[config.mk]
export PLATFORM = sky130hd
export DESIGN_NAME = shift_pattern_detector
export DESIGN_NICKNAME = d
export VERILOG_FILES = /design/src/rtl/shift_pattern_detector.sv
export SDC_FILE = /design/constraint.sdc
export NUM_CORES = 1
export LEC_CHECK = 0
export CAP_MARGIN = 20
export CORE_MARGIN = 4
export CORE_UTILIZATION = 51
export CTS_BUF_LIST = sky130_fd_sc_hd__clkbuf_16
export DETAILED_ROUTE_END_ITERATION = 16
export GPL_TIMING_DRIVEN = 0
export HOLD_SLACK_MARGIN = 0.15
export PLACE_DENSITY = 0.78
export SLEW_MARGIN = 20
export SYNTH_ARGS = -nofsm -noshare
export SYNTH_HDL_FRONTEND = slang
export SYNTH_SLANG_ARGS = --single-unit
export TNS_END_PERCENT = 30
[constraint.sdc]
create_clock -name clk -period 2 [get_ports clk]
set_input_delay 0.4 -clock clk [delete_from_list [all_inputs] [get_ports clk]]
set_output_delay 0.4 -clock clk [all_outputs]
set_load 0.005 [all_outputs]
[src/rtl/shift_pattern_detector.sv]
// Serial pattern detector with runtime pattern/mask, overlap mode and saturating match counter.
// Optional det_sticky output is enabled by defining SHIFT_DET_STICKY_EN.
module shift_pattern_detector #(
  parameter int               PAT_W       = 4,
  parameter int               CNT_W       = 8,
  parameter logic [PAT_W-1:0] DEFAULT_PAT = PAT_W'(4'b0110)
) (
  input  logic             clk,
  input  logic             rst_n,
  input  logic             din,
  input  logic             din_valid,
  input  logic             pat_load,
  input  logic [PAT_W-1:0] pat_in,
  input  logic [PAT_W-1:0] mask_in,
  input  logic             overlap,
  input  logic             clear,
  output logic             dout,
  output logic [CNT_W-1:0] match_cnt,
  output logic             cnt_sat
`ifdef SHIFT_DET_STICKY_EN
  ,
  output logic             det_sticky
`endif
);

  typedef enum logic {FILL, ARMED} state_t;

  localparam int               FW        = $clog2(PAT_W + 1);
  localparam logic [FW-1:0]    FILL_FULL = FW'(PAT_W);
  localparam logic [FW-1:0]    FILL_LAST = FW'(PAT_W - 1);
  localparam logic [CNT_W-1:0] CNT_MAX   = '1;

  state_t             state_q, state_d;
  logic [FW-1:0]      fill_q, fill_d;
  logic [PAT_W-1:0]   sr_q, sr_d, sr_nx;
  logic [PAT_W-1:0]   pat_reg, mask_reg;
  logic [CNT_W-1:0]   cnt_d;
  logic               sat_d;
  logic               window_full;
  logic               match;

  // The window is complete either when already armed or when this bit is the last fill bit,
  // so the pulse lands on the same edge that samples the final pattern bit.
  always_comb begin
    // NOTE: every output of this block gets a default first so no path can infer a latch.
    sr_nx       = {sr_q[PAT_W-2:0], din};
    window_full = (state_q == ARMED) || (fill_q == FILL_LAST);
    match       = !pat_load && din_valid && window_full &&
                  (((sr_nx ^ pat_reg) & mask_reg) == '0);
    state_d     = state_q;
    fill_d      = fill_q;
    sr_d        = sr_q;

    if (pat_load) begin
      sr_d    = '0;
      fill_d  = '0;
      state_d = FILL;
    end else if (din_valid) begin
      sr_d = sr_nx;
      if (match && !overlap) begin
        fill_d  = '0;
        state_d = FILL;
      end else if (fill_q != FILL_FULL) begin
        fill_d = fill_q + FW'(1);
        if (fill_d == FILL_FULL) state_d = ARMED;
      end
    end
  end

  always_comb begin
    cnt_d = match_cnt;
    sat_d = cnt_sat;
    if (clear) begin
      cnt_d = '0;
      sat_d = 1'b0;
    end else if (match && (match_cnt != CNT_MAX)) begin
      cnt_d = match_cnt + CNT_W'(1);
      if (cnt_d == CNT_MAX) sat_d = 1'b1;
    end
  end

  always_ff @(posedge clk or negedge rst_n) begin
    if (!rst_n) begin
      state_q   <= FILL;
      fill_q    <= '0;
      sr_q      <= '0;
      pat_reg   <= DEFAULT_PAT;
      mask_reg  <= '1;
      dout      <= 1'b0;
      match_cnt <= '0;
      cnt_sat   <= 1'b0;
    end else begin
      // NOTE: sequential state uses non-blocking assignments so all registers update together.
      state_q   <= state_d;
      fill_q    <= fill_d;
      sr_q      <= sr_d;
      dout      <= match;
      match_cnt <= cnt_d;
      cnt_sat   <= sat_d;
      if (pat_load) begin
        pat_reg  <= pat_in;
        mask_reg <= mask_in;
      end
    end
  end

`ifdef SHIFT_DET_STICKY_EN
  always_ff @(posedge clk or negedge rst_n) begin
    if (!rst_n) begin
      det_sticky <= 1'b0;
    end else if (clear || pat_load) begin
      det_sticky <= 1'b0;
    end else if (match) begin
      det_sticky <= 1'b1;
    end
  end
`endif

endmodule

; Word-level counts from Yosys, hierarchy flattened
; Index checks and enable logic that the tools add are counted.
[word_totals]
inputBits = 15
wordCells = 50
output_inout_bits = 10
register_bits = 25
[op_classes]
mux = 16
bitwise_logic = 2
eq_ne = 5
reduce_logical = 17
addsub = 2
[ops]
columns = operator, n
row1 = two-way mux 3 bit, 6
row2 = two-way mux 8 bit, 2
row3 = "adder 8 x 1 -> 8 bit, second input constant", 1
row4 = "equality test 8 bit, second input constant", 1
row5 = two-way mux 1 bit, 8
row6 = "!= test 8 bit, second input constant", 1
row7 = nonzero test 2 bit, 3
row8 = nonzero test 3 bit, 2
row9 = logical AND 1 bit, 5
row10 = AND 4 bit, 1
row11 = zero test 4 bit, 1
row12 = AND reduction 2 bit, 2
row13 = bitwise XOR 4 bit, 1
row14 = "adder 3 x 1 -> 3 bit, second input constant", 1
row15 = "equality test 3 x 2 -> 1 bit, second input constant", 1
row16 = "equality test 3 bit, second input constant", 1
row17 = "!= test 3 bit, second input constant", 1
row18 = AND reduction 3 bit, 1
row19 = zero test 1 bit, 2
row20 = logical OR 1 bit, 1

; Depth between registers and ports, before layout
; Gate-level depths: netlist of the first run.
[depth]
word_depth = 8
depth_mapped = 8
ltp_nobuf = 7

; Worst setup path before layout of the first run
; OpenSTA, ideal clock, no wires.
[synth_timing]
path_type = register to register
startpoint = reg fill_q[1]
endpoint = reg match_cnt[0]
path_slack_ps = 323
period_less_slack_ps = 1677
required_ps = 1875
stages_incl_launch_ff = 9
arrival_ps = 1552
setup_ps = 125
path_buffers = 1
cell_sequence = dfrtp_1 ha_1 ha_1 nor2_1 nor3b_2 nand3_2 buf_6 a21oi_2 mux2_2
[synth_via]
elab_chain_cells = 6
[synth_rtl]
columns = element, line
row1 = start: declaration, 34  ; logic [FW-1:0] fill_q, fill_d;
row2 = start signal: assignment, 95  ; fill_q <= fill_d;
row3 = equality test 3 x 2 -> 1 bit, 47  ; window_full = (state_q == ARMED) || (fill_q == FILL_LAST);
row4 = logical OR 1 bit, 47
row5 = logical AND 1 bit (2 in a row), 48  ; match = !pat_load && din_valid && window_full &&
row6 = logical AND 1 bit, 76  ; end else if (match && (match_cnt != CNT_MAX)) begin
row7 = nonzero test 2 bit (no source line), --
row8 = end signal: assignment, 98  ; match_cnt <= cnt_d;
row9 = end: declaration, 18  ; output logic [CNT_W-1:0] match_cnt,
; No other way between the ends.
; A chain may end at the register's enable or synchronous reset.

; Worst setup path in the final report of the first run
[layout_timing]
startpoint = in din
endpoint = reg match_cnt[0]
[layout_via]
elab_chain_cells = 6
[layout_rtl]
columns = element, line
row1 = start: declaration, 10  ; input logic din,
row2 = bitwise XOR 4 bit, 49  ; (((sr_nx ^ pat_reg) & mask_reg) == '0);
row3 = AND 4 bit, 49
row4 = zero test 4 bit, 49
row5 = logical AND 1 bit, 48
row6 = logical AND 1 bit, 76
row7 = nonzero test 2 bit (no source line), --
; No other way between the ends.

==> results.toml, run 1 <==
[status]
outcome = "finished clean"

[route]
vias_per_cell = 5.44
drt_pass1_iterations = 4
vias = 1006
ant_nets = 0
drcViolationCount = 0
drt-total-wl_microns = 2560
first_iter_violations = 29
wl_per_cell_microns = 13.8

[timing]
tightest_slew_ps = 550
maxSlewViolCount = 0
hold_violations = 0
setup_viol = 0
setup_slack_ps = 129
rsz0062_at_grt = "no"
worst_hold_slack_ps = 124
max_freq_mhz = 535
min_period_ps = 1870
maxSlewHeadroom_pct = 63.3
period_share_pct = 93.5
skew_ps = 2.96

[final_layout]
final_cell_mix = "clkdlybuf4s50_1, dfrtp_1, nor2_1"
fillers = 210
nets = 176
final_core_util_pct = 67.9
area_growth_pct = 26.3
instances_no_fill = 185
drive_gt1_share_pct = 18.7
antenna-diode-count = 0
largest_reg_flops = 8
layout_commonest_cell = "clkdlybuf4s50_1"

[critical_path]
arrival_ps = 2020
crit_path_start_kind = "primary input"
regToRegSetupSlack_ps = 170
crit_chain = "clkdlybuf4s50_1 -> xor2_1 -> a22oi_1 -> nand3_2 -> buf_6 -> a21oi_2 -> mux2_2"
slowest_stage = "clkdlybuf4s50_1"
critPathMaxFanout = 10
setup.worst_path.class = "primary input to register"
worstSetupEndpointType = "register"
r2r-end = "match_cnt[3]$_DFFE_PN0P_"
r2r_start = "match_cnt[0]$_DFFE_PN0P_"
critPathRequiredTime_ps = 2150
cp_num_buf_inv = 2
max_stage_delay_ps = 430
rr_worst_depth = 6
cp_top_family = "buffers and inverters"

[die]
dieHeight_microns = 59.1
ios = 25
start_util_pct = 53.7
row_count = 18
die_width_microns = 59.1
die_area_sq_um = 3490
core_sq_um = 2480

[worst_hold_path]
hold_path_class = "primary input to async pin"

[yosys]
synth_cells = 127
synth.avg_cell_area_sq_um = 10.5
synth_nets = 147
yosys_register_bits = 25
yosysSeqAreaShare_pct = 47.6
syn_area_sq_um = 1330
ys_types = 34
yosysWarnings = 0

[power]
peakVddDrop_mv = 0.611
p_per_area_nw_per_um2 = 700
p_leak_nw = 0.709
p_total_mw = 1.18

[global_route]
grt_pass1_wl_microns = 4460
grt_util_all_layers_pct = 16.9
antenna_found_initial = 0
grt_overflow = 0
grt_pass1_vias = 1005
grt_max_degree = 26

[placement]
place_hpwl_microns = 1870
place.gp.congestion = 0.843
placed_cells = 180
port_buffers = 23
pre_cts_ws_ps = -211

[clock_network]
holdBufCountCts = 0
cts_tree = "done"
cts_buffers = 3
path_clk_slew_ps = 60
cts.sink_count = 25
clk_path_buf_depth = 2
htreeDepth = 1
cts_root_buf = "clkbuf_16"
worstSkewPairLatency_ps = 260

[job]
maxCapViolCount = 0
==> how the worst max path moves through the flow <==
stage / slack [ps] / endpoint / cells after the start / startpoint
6_report: 130 / match_cnt[0]$_DFFE_PN0P_ / 7 / din
3_5_place_dp: -210 / match_cnt[0]$_DFFE_PN0P_ / 7 / din
4_1_cts: 30 / match_cnt[0]$_DFFE_PN0P_ / 7 / din
5_1_grt: 2 / match_cnt[7]$_DFFE_PN0P_ / 6 / match_cnt[0]$_DFFE_PN0P_
3_3_place_gp: -230 / match_cnt[0]$_DFFE_PN0P_ / 7 / din
2_1_floorplan: 320 / match_cnt[0]$_DFFE_PN0P_ / 8 / fill_q[1]$_DFFE_PN0P_
==> synth_stat cells (all sizes together) <==
cell type	instances	area [sq um]
clkbuf	3	12.5
a21oi	9	48.8
xor2	4	35.0
o211a	1	10.0
nor2b	4	25.0
inv	7	26.3
o21ai	6	30.0
dfstp	6	158
buf	1	11.3
and3	1	6.26
nor3b	1	12.5
nand4	2	12.5
ha	5	62.6
o32ai	1	8.76
nand2	8	30.0
and4	1	8.76
nand3b	1	7.51
mux2i	5	50.1
a22oi	3	22.5
or2	1	6.26
a31oi	1	6.26
and2	1	6.26
o21ba	1	10.0
o31ai	1	7.51
nand2b	2	12.5
dfrtp	19	475
xnor2	2	17.5
nand3	3	20.0
nor2	11	41.3
or3	6	37.5
mux2	10	113
==> report_power, final <==
part	switching, mW	total (mW)	internal (mW)
combinational	0.0741	0.161	0.0866
sequential	0.0234	0.573	0.549
clock	0.175	0.445	0.269
total	0.273	1.18	0.905
==> area by class of cell <==
type                            count  area [sq um]  share of cell area, %
Multi-Input combinational cell     91           648                   38.5
Clock inverter                      1          5.00                  0.298
Clock buffer                        3          75.1                   4.46
Sequential cell                    25           633                   37.6
Buffer                              4          23.8                   1.41
Tap cell                           30          37.5                   2.23
Inverter                            7          26.3                   1.56
Timing Repair Buffer               24           233                   13.8
==> repair_timing <==
item	CTS	global route
hold endpoints to repair	0	0
gates resized for setup	0	0
buffers inserted	0	1
endpoints found under the setup margin	0	2
==> cell families (layout without fill, tap and decap cells) <==
family          after synthesis  in the layout  synth area share (%)
simple gates                 42             42                  17.0
buf+inv                      11             39                  3.76
fa+ha+maj                     5              5                  4.70
compound gates               23             23                  10.8
xor+xnor                      6              6                  3.95
flops                        25             25                  47.6
mux                          15             15                  12.2
==> per-layer routing <==
layer / up-vias / routed length (microns) / track usage (%)
met4: 0 / 63 / 9.39
met3: 5 / 106 / 2.61
met2: 22 / 1230 / 26.8
met5: - / 0 / 0
li1: 501 / - / -
met1: 478 / 1160 / 21.9
==> stage by stage <==
stage | TNS (ps) | instance area, sq um
6_report | 0 | 1680
5_1_grt | 0 | 1680
4_1_cts | 0 | 1680
3_5_place_dp | -787 | 1600
3_3_place_gp | -830 | 1600
2_1_floorplan | 0 | 1330
Power figures use the tool's default switching activity.
==> run 2: changes to the inputs <==
SLEW_MARGIN = 0   (was 20)
==> results.toml, run 2 (synthesis gave the netlist of run 1 again) <==
[clock_network]
htreeDepth = 1
clk_path_buf_depth = 2
cts_root_buf = "clkbuf_16"
cts_buffers = 3
ctsResizeCount = 0
cts_tree = "done"
holdBufCountCts = 0
path_clk_slew_ps = 60
cts.sink_count = 25
worstSkewPairLatency_ps = 260
post_cts_buffers = 0

[placement]
port_buffers = 23
place_hpwl_microns = 1870
place.gp.congestion = 0.843

[timing]
min_period_ps = 1870
tightest_slew_ps = 496
maxSlewViolCount = 0
hold_violations = 0
rsz0062_at_grt = "no"
setup_viol = 0
max_freq_mhz = 535
period_share_pct = 93.4
maxSlewHeadroom_pct = 66.9
skew_ps = 2.13
worst_hold_slack_ps = 426

[die]
die_area_sq_um = 3490
die_width_microns = 59.1
row_count = 18
dieHeight_microns = 59.1
ios = 25
start_util_pct = 53.7
core_sq_um = 2480

[critical_path]
setup.worst_path.class = "primary input to register"
critPathMaxFanout = 10
worstSetupEndpointType = "register"
cp-startpoint = "din"
r2r_start = "match_cnt[0]$_DFFE_PN0P_"
arrival_ps = 2010
critPathRequiredTime_ps = 2150
crit_path_start_kind = "primary input"

[global_route]
grt_overflow = 0
grt_max_degree = 26
grt_pass1_wl_microns = 4460
grt_util_all_layers_pct = 16.9
antenna_found_initial = 0
grt_pass1_vias = 1005

[power]
p_leak_nw = 0.722
p_total_mw = 1.19
p_per_area_nw_per_um2 = 693
peakVddDrop_mv = 0.611

[final_layout]
nets = 177
area_growth_pct = 28.8
layout_commonest_cell = "clkdlybuf4s50_1"
fillers = 207
drive_gt1_share_pct = 18.6
final_cell_mix = "clkdlybuf4s50_1, dfrtp_1, nor2_1"
largest_reg_flops = 8
antenna-diode-count = 0

[route]
drcViolationCount = 0
ant_nets = 0
vias_per_cell = 5.46
drt_pass1_iterations = 6
drt-total-wl_microns = 2630
wl_per_cell_microns = 14.1
vias = 1015
first_iter_violations = 22

[status]
outcome = "finished clean"

[job]
maxCapViolCount = 0

[worst_hold_path]
hold_path_class = "primary input to async pin"
==> run 2: cell types whose count changed in the layout (fill, tap and decap cells not counted) <==
cell / delta
buf_16: +1
clkdlybuf4s50_1: +1
buf_2: -1
==> run 2: report_power, final <==
group          switching, mW  total, mW  internal [mW]  leakage [nW]
Clock                  0.176      0.445          0.270        0.0409
Combinational         0.0768      0.170         0.0933         0.360
Sequential            0.0235      0.573          0.549         0.320
==> run 2: through the flow <==
step	cell area (sq um)	TNS [ps]	util, %	setup WS [ps]	instances
after global routing	1710	0	69.2	1.85	186
final	1710	0	69.2	132	186
after detailed placement	1600	-787	64.5	-211	180
after floorplan	1330	0	-	323	127
after global placement	1600	-830	64.5	-226	180
after CTS	1680	0	67.8	32.9	184
==> run 2: final timing paths <==
path | end | slack (ps) | cells past startpoint
min in group clk | sr_q[1]$_DFFE_PN0P_ | 500 | 3
max | match_cnt[0]$_DFFE_PN0P_ | 130 | 7
max in group asynchronous | mask_reg[3]$_DFFE_PN1P_ | 1070 | 2
max reg2reg | match_cnt[3]$_DFFE_PN0P_ | 170 | 6
min | dout$_DFF_PN0_ | 430 | 1
min reg2reg | state_q$_DFFE_PN0P_ | 520 | 2
==> run 2: cell type report <==
type | count | area, sq um | area share (%)
plain buffers | 4 | 23.8 | 1.39
clock buffers | 3 | 75.1 | 4.38
clock inverters | 1 | 5.00 | 0.292
inverters | 7 | 26.3 | 1.53
multi-input cells | 91 | 648 | 37.8
flip-flops and latches | 25 | 633 | 36.9
well taps | 30 | 37.5 | 2.19
repair buffers | 25 | 265 | 15.5
==> run 2: critical path: stages <==
cell             delay (ps)
clkdlybuf4s50_1         430
xor2_1                  150
a22oi_1                 240
nand3_2                 120
buf_6                   160
a21oi_2                 170
mux2_2                  350
==> run 2: routing by layer <==
metal	wire, microns	vias to the layer above	global-route usage (%)
li1	-	503	-
met1	1190	487	21.9
met2	1280	20	26.8
met3	100	5	2.61
met4	63	0	9.39
met5	0	-	0
==> patch 1 (flow settings as in run 1) <==
Add a define of `SHIFT_DET_STICKY_EN`.
--- a/src/rtl/shift_pattern_detector.sv
+++ b/src/rtl/shift_pattern_detector.sv
@@ -1,5 +1,7 @@
 // Serial pattern detector with runtime pattern/mask, overlap mode and saturating match counter.
 // Optional det_sticky output is enabled by defining SHIFT_DET_STICKY_EN.
+`define SHIFT_DET_STICKY_EN
+
 module shift_pattern_detector #(
   parameter int               PAT_W       = 4,
   parameter int               CNT_W       = 8,
Behaviour (old outputs only; new: det_sticky): unchanged (equiv_simple and equiv_induct, registers matched by name and starting in step).
==> patch 1 against run 1 <==
  * Setup slack got worse by 0.070 ns
  * Synthesized cell count increased by 2.4%
  * Register-to-register slack got worse by 0.11 ns
  * Cell area increased by 9.6%
  * Clock skew increased by 0.00080 ns
  * Routed wire length increased by 24%
  * Power increased by 16%
  * Critical path depth decreased by 1
  * Worst hold slack improved by 0.0052 ns
  * Combinational power increased by 21%
  * Count of clock-buffer cells in the layout unchanged
  * Sequential cell count increased by 1
  * Area after synthesis increased by 6.9%
  * Global-route usage increased by 2.5 points
  * Largest cell class unchanged
==> patch 1: results (changes against run 1) <==
\begin{tabular}{lr}
\hline
Metric & Value \\
\hline
\multicolumn{2}{l}{\textbf{Run status}} \\
\quad Outcome & finished clean \\
\multicolumn{2}{l}{\textbf{Route}} \\
\quad First-pass detailed-route iteration total & 5 (+1) \\
\quad Vias post-DR & 1154 (+15\%) \\
\quad Total Routed Length & 3160 um (+24\%) \\
\quad Routed wire length per instance & 16.6 um (+20\%) \\
\quad Number of design-rule violations left by the first detailed-router iteration & 59 (+100\%) \\
\multicolumn{2}{l}{\textbf{Timing}} \\
\quad Slew headroom & 62.2\% (-1.2 points) \\
\quad Setup skew after layout & 0.00376 ns (+0.000801 ns) \\
\multicolumn{2}{l}{\textbf{Power and ir drop}} \\
\quad Leakage power figure & 0.774 nW (+9.2\%) \\
\multicolumn{2}{l}{\textbf{Placed design}} \\
\quad Sum of net half-perimeters after detailed placement & 2210 um (+18\%) \\
\quad \# placed instances & 183 (+1.7\%) \\
\quad Placer congestion estimate & 0.805 (-4.5\%) \\
\quad Post-placement worst setup slack & -0.590 ns (-0.379 ns) \\
\multicolumn{2}{l}{\textbf{Synthesis}} \\
\quad Share of synthesized area occupied by flip-flops and latches & 46.3\% (-1.3 points) \\
\quad Post-synthesis average cell area & 10.9 um\^{}2 (+4.4\%) \\
\quad Post-Synth XOR/XNOR Area & 3.08\% (-0.87 points) \\
\quad Largest cells by area after synthesis & sky130\_fd\_sc\_hd\_\_dfrtp\_1 (35\%), sky130\_fd\_sc\_hd\_\_dfstp\_2 (11\%), sky130\_fd\_sc\_hd\_\_mux2\_2 (7.9\%) \\
\quad Top post-synthesis cells by count & sky130\_fd\_sc\_hd\_\_dfrtp\_1 (20), sky130\_fd\_sc\_hd\_\_inv\_1 (10), sky130\_fd\_sc\_hd\_\_mux2\_2 (10), sky130\_fd\_sc\_hd\_\_nor2\_1 (10) \\
\quad Portion of netlist area occupied by mux cells & 10.8\% (-1.4 points) \\
\quad Arithmetic-cell share of the synthesized area counting full adders, half adders and majority gates & 4.40\% (-0.30 points) \\
\multicolumn{2}{l}{\textbf{Global route}} \\
\quad Met2 Use GR & 32.7\% (+5.9 points) \\
\quad Via count of the first global-routing pass & 1193 (+19\%) \\
\quad Met3 Use GR & 3.19\% (+0.58 points) \\
\quad Met1 capacity usage during global routing & 24.7\% (+2.8 points) \\
\quad Total global-route track usage & 19.4\% (+2.5 points) \\
\multicolumn{2}{l}{\textbf{Setup path}} \\
\quad Worst Path Max Fanout & 3 (-7) \\
\multicolumn{2}{l}{\textbf{Final layout}} \\
\quad Fraction of layout cells with a size suffix above 1 & 27.3\% (+8.6 points) \\
\hline
\end{tabular}
## patch 1: final cells by class
| class | count | area (um^2) |
|---|---|---|
| Buffer | 6 | 41.3 |
| Clock buffer | 3 | 75.1 |
| Multi-Input combinational cell | 88 | 706 |
| Inverter | 10 | 37.5 |
| Fill cell | 193 | 724 |
| Tap cell | 30 | 37.5 |
| Timing Repair Buffer | 27 | 255 |
| Sequential cell | 26 | 661 |
| Clock inverter | 1 | 30.0 |
## patch 1: worst paths after layout
path / start / end / slack (ns)
max reg2reg: fill_q[1] / match_cnt[2] / 0.06
min reg2reg: cnt_sat / cnt_sat / 0.52
min: rst_n / fill_q[0] / 0.13
min in group clk: cnt_sat / cnt_sat / 0.52
max in group asynchronous: rst_n / match_cnt[1] / 1.46
max: fill_q[1] / match_cnt[2] / 0.06
## patch 1: per-layer routing
layer / vias to the layer above / routed length (um)
li1: 538 / -
met1: 565 / 1380
met2: 45 / 1600
met3: 6 / 137
met4: 0 / 49
met5: - / 0
## patch 1: repair_timing
item,CTS,global route
gates resized for setup,2,6
setup buffers,4,0
endpoints found under the setup margin,12,5
pin swaps,2,0
## patch 1: worst max-delay path, stage by stage, from the launching register on
cell and delay (ns):
sky130_fd_sc_hd__dfrtp_1 0.35, sky130_fd_sc_hd__ha_1 0.17, sky130_fd_sc_hd__ha_1 0.20, sky130_fd_sc_hd__nor2_2 0.07, sky130_fd_sc_hd__a2111oi_4 0.42, sky130_fd_sc_hd__and4_2 0.30
sky130_fd_sc_hd__mux2_1 0.31
## patch 1: kinds of logic (layout without fill, tap and decap cells)
group                      after synthesis  in the layout
AOI/OAI and AO/OA                       24             24
DFF                                     26             26
muxes                                   14             14
adders and majority gates                5              5
buffers and inverters                   16             47
xor gates and xnor gates                 5              5
and+or+nand+nor                         40             40
## patch 1: stage by stage
stage	TNS (ns)	instance area (um^2)	hold slack (ns)	total power, mW
floorplan	0	1420	0.104	0.694
global placement	-5.62	1690	0.500	0.753
detailed placement	-6.03	1690	0.435	0.762
CTS	0	1830	0.158	1.36
global route	-0.0597	1840	0.169	1.42
finish	0	1840	0.129	1.36
## patch 1: power by group through the flow
| stage | clock network (mW) | registers (mW) | logic (mW) |
|---|---|---|---|
| 2_1_floorplan | 0 | 0.588 | 0.106 |
| 3_3_place_gp | 0 | 0.591 | 0.162 |
| 3_5_place_dp | 0 | 0.594 | 0.169 |
| 4_1_cts | 0.586 | 0.585 | 0.191 |
| 5_1_grt | 0.616 | 0.590 | 0.217 |
| 6_report | 0.580 | 0.585 | 0.195 |
==> patch 2 (flow settings as in run 1) <==
Without the edit above. Add an input register stage for `din`, `din_valid`, `pat_in`, `mask_in` and `overlap`, cleared by the reset; this delays them by one clock. The other inputs are not delayed to match.
--- a/src/rtl/shift_pattern_detector.sv
+++ b/src/rtl/shift_pattern_detector.sv
@@ -30,6 +30,28 @@
   localparam logic [FW-1:0]    FILL_LAST = FW'(PAT_W - 1);
   localparam logic [CNT_W-1:0] CNT_MAX   = '1;
 
+  logic din_q;
+  logic din_valid_q;
+  logic [PAT_W-1:0] pat_q;
+  logic [PAT_W-1:0] mask_q;
+  logic overlap_q;
+
+  always_ff @(posedge clk or negedge rst_n) begin
+    if (!rst_n) begin
+      din_q       <= '0;
+      din_valid_q <= '0;
+      pat_q       <= '0;
+      mask_q      <= '0;
+      overlap_q   <= '0;
+    end else begin
+      din_q       <= din;
+      din_valid_q <= din_valid;
+      pat_q       <= pat_in;
+      mask_q      <= mask_in;
+      overlap_q   <= overlap;
+    end
+  end
+
   state_t             state_q, state_d;
   logic [FW-1:0]      fill_q, fill_d;
   logic [PAT_W-1:0]   sr_q, sr_d, sr_nx;
@@ -43,9 +65,9 @@
   // so the pulse lands on the same edge that samples the final pattern bit.
   always_comb begin
     // NOTE: every output of this block gets a default first so no path can infer a latch.
-    sr_nx       = {sr_q[PAT_W-2:0], din};
+    sr_nx       = {sr_q[PAT_W-2:0], din_q};
     window_full = (state_q == ARMED) || (fill_q == FILL_LAST);
-    match       = !pat_load && din_valid && window_full &&
+    match       = !pat_load && din_valid_q && window_full &&
                   (((sr_nx ^ pat_reg) & mask_reg) == '0);
     state_d     = state_q;
     fill_d      = fill_q;
@@ -55,9 +77,9 @@
       sr_d    = '0;
       fill_d  = '0;
       state_d = FILL;
-    end else if (din_valid) begin
+    end else if (din_valid_q) begin
       sr_d = sr_nx;
-      if (match && !overlap) begin
+      if (match && !overlap_q) begin
         fill_d  = '0;
         state_d = FILL;
       end else if (fill_q != FILL_FULL) begin
@@ -98,8 +120,8 @@
       match_cnt <= cnt_d;
       cnt_sat   <= sat_d;
       if (pat_load) begin
-        pat_reg  <= pat_in;
-        mask_reg <= mask_in;
+        pat_reg  <= pat_q;
+        mask_reg <= mask_q;
       end
     end
   end
Check against the original RTL: not equivalent (Yosys sat finds a counterexample within 10 cycles, from zero or initial values and one cycle with rst_n low).
==> patch 2 against run 1 <==
  * The flow now finishes with violations (setup timing)
  * Power rose by 54%
  * Count of clock-buffer cells in the layout up 2
  * Cell area increased by 23%
  * Clock skew rose by 0.00053 ns
  * Core utilization up 6.0 points
  * Setup slack got worse by 0.16 ns
  * Area after synthesis increased by 14%
  * Sequential share of layout area is 6.2 points higher
  * Sequential cell count increased by 11
  * Critical path depth unchanged
  * Routed wire length grew 19%
  * Critical endpoint is now match_cnt[5]
  * Highest routed layer unchanged
==> patch 2: results (changes against run 1) <==
\begin{tabular}{lr}
\hline
Metric & Value \\
\hline
\multicolumn{2}{l}{\textbf{Placed design}} \\
\quad Placer congestion estimate & 0.844 (about the same) \\
\quad Post-placement worst setup slack & -0.159 ns (+0.0517 ns) \\
\quad Placed instance area & 0.00181 mm\^{}2 (+13\%) \\
\multicolumn{2}{l}{\textbf{Route}} \\
\quad Routed met1 length & 1210 um (+4.8\%) \\
\quad Detail Route met2 WL & 1580 um (+29\%) \\
\quad Number of design-rule violations left by the first detailed-router iteration & 94 (+220\%) \\
\quad Met3 WL & 166 um (+57\%) \\
\multicolumn{2}{l}{\textbf{Power and ir drop}} \\
\quad Register share of total power & 44.0\% (-4.6 points) \\
\quad Maximum ir drop on the vdd rail & 0.000843 V (+38\%) \\
\quad Net switching power of the design & 0.375 mW (+38\%) \\
\multicolumn{2}{l}{\textbf{Run status}} \\
\quad Outcome & complete, but fails checks \\
\quad Failing checks & setup timing \\
\multicolumn{2}{l}{\textbf{Timing}} \\
\quad Setup Viol. Count Final & 1 (+1) \\
\quad Final worst-path setup slack & -0.0263 ns (-0.156 ns) \\
\quad Final TNS setup & -0.0263 ns (-0.0263 ns) \\
\multicolumn{2}{l}{\textbf{Clocking}} \\
\quad Num CTS Buffers & 5 (+2) \\
\quad Count of H-tree levels built during CTS & 2 (+1) \\
\multicolumn{2}{l}{\textbf{Synthesis}} \\
\quad Share of synthesized area occupied by flip-flops and latches & 59.9\% (+12 points) \\
\quad Distinct cells, synth & 31 (-8.8\%) \\
\multicolumn{2}{l}{\textbf{Setup path}} \\
\quad Max stage delay on crit path & 0.37 ns (-0.06 ns) \\
\quad Delay-heaviest family, CP & simple AND/OR/NAND/NOR gates \\
\multicolumn{2}{l}{\textbf{Final layout}} \\
\quad Net count, final & 180 (+2.3\%) \\
\multicolumn{2}{l}{\textbf{Global route}} \\
\quad Met2 Use GR & 27.3\% (+0.48 points) \\
\quad Global-route wire length before repair & 4980 um (+12\%) \\
\multicolumn{2}{l}{\textbf{Worst hold path}} \\
\quad Type of the worst min-delay path & reg2reg \\
\hline
\end{tabular}
patch 2: changes by cell type in the layout (fill, tap and decap cells not counted), sizes merged, moves of 2 or more:
cell	before	now
a21oi	9	6
mux2	10	8
xor2	4	7
buf	3	9
or3	6	4
dfrtp	19	30
a22oi	3	1
nand2b	2	0
mux2i	5	3
nand2	8	6
nor2b	4	1
xnor2	2	4
patch 2: cell type report:
cell class / count / area (um^2) / share of cell area [%]
clock inverters: 3 / 42.5 / 2.05
multi-input cells: 77 / 619 / 29.9
flip-flops and latches: 36 / 908 / 43.8
well taps: 31 / 38.8 / 1.87
plain buffers: 3 / 12.5 / 0.603
inverters: 7 / 26.3 / 1.27
repair buffers: 30 / 300 / 14.5
clock buffers: 5 / 125 / 6.03
patch 2: final timing paths:
kind                       startpoint  cells past startpoint  slack [ns]      endpoint
setup reg to reg            fill_q[1]                      7       -0.03  match_cnt[5]
max in group asynchronous       rst_n                      3        0.88   mask_reg[3]
hold / removal               pat_q[2]                      1        0.48    pat_reg[2]
hold reg to reg              pat_q[2]                      1        0.48    pat_reg[2]
min in group asynchronous       rst_n                      2        0.60     fill_q[2]
setup / recovery            fill_q[1]                      7       -0.03  match_cnt[5]
patch 2: what timing repair did:
action | in CTS | in global routing
gates cloned | 0 | 0
setup buffers | 1 | 4
resized for setup | 0 | 12
endpoints found under the setup margin | 6 | 7
hold buffers | 1 | 0
pin swaps | 3 | 6
hold endpoints to repair | 14 | 0
patch 2: logic make-up after synthesis:
family          share of synthesized area [%]
mux                                      7.91
buf+inv                                  2.56
flops                                    59.9
compound gates                           9.07
simple gates                             10.1
xor+xnor                                 6.35
fa+ha+maj                                4.12
